**src/rtl/register_snapshot_reader.sv**
```systemverilog
// Captures a bank of NUM_REGS registers on start and streams the snapshot out one beat per valid/ready transfer.
// Optional `REGISTER_SNAPSHOT_READER_PARITY_EN adds out_parity, a per-entry XOR of the captured data.
module register_snapshot_reader #(
  parameter int DATA_WIDTH = 8,
  parameter int NUM_REGS   = 8,
  parameter int IDX_WIDTH  = (NUM_REGS > 1 ? $clog2(NUM_REGS) : 1)
) (
  input  logic                           clk,
  input  logic                           rst,
  input  logic                           start,
  input  logic [NUM_REGS*DATA_WIDTH-1:0] reg_values,
  output logic                           busy,
  output logic                           out_valid,
  input  logic                           out_ready,
  output logic [DATA_WIDTH-1:0]          out_data,
  output logic [IDX_WIDTH-1:0]           out_index,
  output logic                           out_last,
  output logic                           done
`ifdef REGISTER_SNAPSHOT_READER_PARITY_EN
  ,
  output logic                           out_parity
`endif
);

  localparam logic [0:0] STATE_IDLE   = 1'b0;
  localparam logic [0:0] STATE_STREAM = 1'b1;

  localparam logic [IDX_WIDTH-1:0] LAST_IDX = IDX_WIDTH'(NUM_REGS - 1);

  logic [0:0]            state;
  logic [IDX_WIDTH-1:0]  idx;
  logic                  done_q;
  logic [DATA_WIDTH-1:0] snap [NUM_REGS];
`ifdef REGISTER_SNAPSHOT_READER_PARITY_EN
  logic                  snap_par [NUM_REGS];
`endif

  logic xfer;
  logic at_last;

  assign xfer    = out_valid && out_ready;
  assign at_last = (idx == LAST_IDX);

  // NOTE: sequential state uses non-blocking (<=) so every flop samples pre-edge values;
  // the snapshot buffer is reset too, so the bank reads back as zero after reset.
  always_ff @(posedge clk or posedge rst) begin
    if (rst) begin
      state  <= STATE_IDLE;
      idx    <= '0;
      done_q <= 1'b0;
      for (int i = 0; i < NUM_REGS; i++) begin
        snap[i] <= '0;
`ifdef REGISTER_SNAPSHOT_READER_PARITY_EN
        snap_par[i] <= 1'b0;
`endif
      end
    end else begin
      done_q <= 1'b0;
      case (state)
        STATE_IDLE: begin
          if (start) begin
            for (int i = 0; i < NUM_REGS; i++) begin
              snap[i] <= reg_values[i*DATA_WIDTH +: DATA_WIDTH];
`ifdef REGISTER_SNAPSHOT_READER_PARITY_EN
              snap_par[i] <= ^reg_values[i*DATA_WIDTH +: DATA_WIDTH];
`endif
            end
            idx   <= '0;
            state <= STATE_STREAM;
          end
        end
        STATE_STREAM: begin
          // start is deliberately not looked at here, even on the final transfer.
          if (xfer) begin
            if (at_last) begin
              state  <= STATE_IDLE;
              idx    <= '0;
              done_q <= 1'b1;
            end else begin
              idx <= idx + 1'b1;
            end
          end
        end
        default: state <= STATE_IDLE;
      endcase
    end
  end

  assign out_valid = (state == STATE_STREAM);
  assign busy      = out_valid;
  assign out_index = idx;
  assign out_last  = out_valid && at_last;
  assign done      = done_q;

  // NOTE: every always_comb output gets a default first so no path leaves it unassigned (no latch).
  always_comb begin
    out_data = '0;
`ifdef REGISTER_SNAPSHOT_READER_PARITY_EN
    out_parity = 1'b0;
`endif
    if (out_valid) begin
      for (int i = 0; i < NUM_REGS; i++) begin
        if (idx == IDX_WIDTH'(i)) begin
          out_data = snap[i];
`ifdef REGISTER_SNAPSHOT_READER_PARITY_EN
          out_parity = snap_par[i];
`endif
        end
      end
    end
  end

endmodule

```
**config.mk**
```make
export PLATFORM = sky130hd
export DESIGN_NAME = register_snapshot_reader
export DESIGN_NICKNAME = d
export VERILOG_FILES = /design/src/rtl/register_snapshot_reader.sv
export SDC_FILE = /design/constraint.sdc
export NUM_CORES = 1
export LEC_CHECK = 0
export BUFFER_PORTS_ARGS = -buffer_cell sky130_fd_sc_hd__buf_2
export CORE_MARGIN = 10
export CORE_UTILIZATION = 55
export DETAILED_ROUTE_END_ITERATION = 16
export PLACE_DENSITY = 0.91
export SLEW_MARGIN = 15
export SYNTH_ARGS = -nofsm -noshare
export SYNTH_HDL_FRONTEND = slang
export SYNTH_SLANG_ARGS = --single-unit
```
**constraint.sdc**
```tcl
create_clock -name clk -period 5.35 [get_ports clk]
set_input_delay 0.8025 -clock clk [delete_from_list [all_inputs] [get_ports clk]]
set_output_delay 0.8025 -clock clk [all_outputs]
set_load 0.02 [all_outputs]
```
==> impl_metrics.ini <==
[worst_setup_path]
r2r_setup_slack_ns = 3.11
cp_max_fo = 36
setup.worst_path.start_class = flop
r2r-end = out_index[2]
critical_path_required_ns = 4.55
r2r_cells = 3
regToRegStartpoint = out_index[2]
crit_type = flop to primary output
worst_setup_path_end_kind = primary output
crit_path_arrival_time_ns = 3.42

[drt]
route.antenna.remaining_nets = 0
route.final.wire_length_microns = 9412
route.vias.total = 2709
drt-wirelength-per-cell_microns = 20.03
vias_per_cell = 5.764
drtIter0Drc = 236
remaining_drc_errors = 0
dr.pass1.iters = 5

[run]
maxCapViolCount = 0

[power_and_ir_drop]
irDropWorstVdd_v = 0.0002447
total_leakage_power_nw = 1.992
power_density_nw_per_um2 = 616.8
totalPowerFinal_w = 0.002615

[clock_tree]
ctsLongestPathBuffers = 2
worstSkewPairLatency_ns = 0.36
cts.repair.resized = 0
clkSlewWorstSetupHoldPaths_ns = 0.08
clock_tree.htree_level_count = 3
cts_tree = built
cts_inserted_buffers = 9
numClockSinks = 69
holdBufCountCts = 0
clock_tree.root_cell = sky130_fd_sc_hd__clkbuf_8
cts_post_setup_buffers_inserted = 0

[timing]
drv_slew = 0
tightestPinTransition_ns = 1.047
setup_violations_final = 0
layout_min_cycle_time_ns = 4.223
rsz0062_at_grt = false
post_route_clock_period_utilization = 0.7894
report.final.hold_viol_count = 0
max_slew_margin = 0.3018
clock_skew_ns = 0.008133
final.setup.tns_ns = 0
max_clock_freq_mhz = 236.8

[finish]
highest_count_cells_in_the_layout_ignoring_fill_and_taps = 82 x sky130_fd_sc_hd__buf_2, 69 x sky130_fd_sc_hd__dfrtp_1, 56 x sky130_fd_sc_hd__mux2_4, 42 x sky130_fd_sc_hd__nand2_1, 20 x sky130_fd_sc_hd__o21ai_0
fillers = 498
area_growth_pct = 13.95
final_common_cell = sky130_fd_sc_hd__buf_2
layout.nets = 462
fin_area_sq_um = 4240
n_antenna_cell = 0
drive_gt1_frac = 0.4198

[placement]
port_buffers = 82
gpl.final_weighted_congestion = 0.8809
dp_hpwl_microns = 6904
post_detailed_placement_cell_area_sq_um = 4040

[yosys]
synthesis.area_per_instance_sq_um = 11.74
synth_warnings = 0
mappedNetlistArea_sq_um = 3721
async_reset_ff_frac = 1.000
synth_enable_flop_cells = 0
synth_seq_area_share = 0.4640
postSynthCellCount = 317
synthFlopType = sky130_fd_sc_hd__dfrtp_1
yosysUniqueCellTypes = 27
synth_seq_cells = 69
mappedNetlistNets = 391

[floorplanning]
floorplan.initialDensity = 0.5761
std_cell_rows = 29
num_io_pins = 83
die_y_microns = 102.3
coreArea_sq_um = 6459
die_ar_sq_um = 10460
die_w_microns = 102.3

[global_routing]
antenna_found_initial = 0
grt_pass1_vias = 2822
grt_max_degree = 70
globalRouteOverflowTotal = 0
grt_use_total = 0.1822
grt_first_pass_wirelength_microns = 14780

[outcome]
outcome = finished clean

[hold_path]
hold_class = flop to flop
hold_path_end = snap[24]
hold_depth = 1
hp-start = snap[24]
[worst max-delay path, stage by stage (launching register included)]
cell and delay [ns]:
sky130_fd_sc_hd__dfrtp_1 1.02, sky130_fd_sc_hd__clkinv_1 0.52, sky130_fd_sc_hd__ha_1 0.57, sky130_fd_sc_hd__nor2_4 0.32, sky130_fd_sc_hd__o211ai_1 0.16, sky130_fd_sc_hd__o211ai_1 0.16
sky130_fd_sc_hd__a31oi_1 0.11, sky130_fd_sc_hd__buf_2 0.18
[how the worst max path moves through the flow]
stage / start / endpoint / slack, ns / cells past startpoint
CTS: out_index[2] / out_data[1] / 1.26 / 7
global route: out_index[2] / out_data[6] / 0.95 / 7
finish: out_index[2] / out_data[5] / 1.13 / 7
floorplan: out_index[2] / out_data[0] / 2.49 / 8
global placement: out_index[2] / out_data[0] / 1.76 / 7
detailed placement: out_index[2] / out_data[1] / 1.64 / 7
[area by class of cell]
cell class / count / area (sq um) / area share
Clock inverter: 6 / 62.56 / 0.01475
Tap cell: 77 / 96.34 / 0.02272
Timing Repair Buffer: 85 / 432.9 / 0.1021
Clock buffer: 10 / 137.6 / 0.03246
Sequential cell: 69 / 1727 / 0.4072
Inverter: 12 / 45.04 / 0.01062
Multi-Input combinational cell: 211 / 1739 / 0.4102
[cell usage after synthesis (2+ instances only)]
cell type / instances / area share
sky130_fd_sc_hd__a211oi_1: 7 / 0.014
sky130_fd_sc_hd__a21oi_1: 16 / 0.022
sky130_fd_sc_hd__a31oi_1: 16 / 0.027
sky130_fd_sc_hd__buf_2: 6 / 0.0081
sky130_fd_sc_hd__buf_4: 2 / 0.0040
sky130_fd_sc_hd__buf_6: 13 / 0.039
sky130_fd_sc_hd__clkbuf_1: 3 / 0.0030
sky130_fd_sc_hd__dfrtp_1: 69 / 0.46
sky130_fd_sc_hd__ha_1: 6 / 0.020
sky130_fd_sc_hd__inv_1: 11 / 0.011
sky130_fd_sc_hd__mux2_4: 56 / 0.23
sky130_fd_sc_hd__nand2_1: 42 / 0.042
sky130_fd_sc_hd__nor2_1: 11 / 0.011
sky130_fd_sc_hd__nor2b_1: 10 / 0.017
sky130_fd_sc_hd__o211ai_1: 12 / 0.024
sky130_fd_sc_hd__o211ai_2: 4 / 0.013
sky130_fd_sc_hd__o21ai_0: 20 / 0.027
sky130_fd_sc_hd__o21ai_1: 4 / 0.0054
[metrics by stage]
| stage | util | cells | hold WS [ns] | setup slack, ns |
|---|---|---|---|---|
| 6_report | 0.6565 | 470 | 0.5188 | 1.127 |
| 5_1_grt | 0.6565 | 470 | 0.5387 | 0.9519 |
| 4_1_cts | 0.6565 | 470 | 0.5204 | 1.263 |
| 3_5_place_dp | 0.6255 | 454 | 0.4936 | 1.640 |
| 3_3_place_gp | 0.6255 | 454 | 0.4954 | 1.765 |
| 2_1_floorplan | - | 317 | 0.4764 | 2.491 |
[state kept, by name, summed over array words and instances (netlist names)]
| name | flops |
|---|---|
| out_index | 3 |
| snap | 64 |
| busy | 1 |
| done | 1 |
[report_power, final]
part / switching, W / leakage (nW) / internal [W]
combinational: 0.000614 / 1.06 / 0.000583
clock: 0.000203 / 0.0943 / 0.000226
sequential: 0.000218 / 0.841 / 0.000772
[logic make-up (layout without fill, tap and decap cells)]
| kind of cell | Yosys count | in the layout | synth area share |
|---|---|---|---|
| AOI/OAI and AO/OA | 81 | 81 | 0.1372 |
| muxes | 58 | 58 | 0.2317 |
| and+or+nand+nor | 66 | 66 | 0.07633 |
| buffers and inverters | 37 | 113 | 0.07061 |
| adders and majority gates | 6 | 6 | 0.02017 |
| DFF | 69 | 69 | 0.4640 |
[routing by layer]
metal,share of wire,track usage,routed length (microns)
met1,0.45,0.2398,4190
met2,0.45,0.2677,4280
met3,0.076,0.06005,714
met5,0,0,0
met4,0.024,0.08026,225
(Power assumes the default switching activity.)
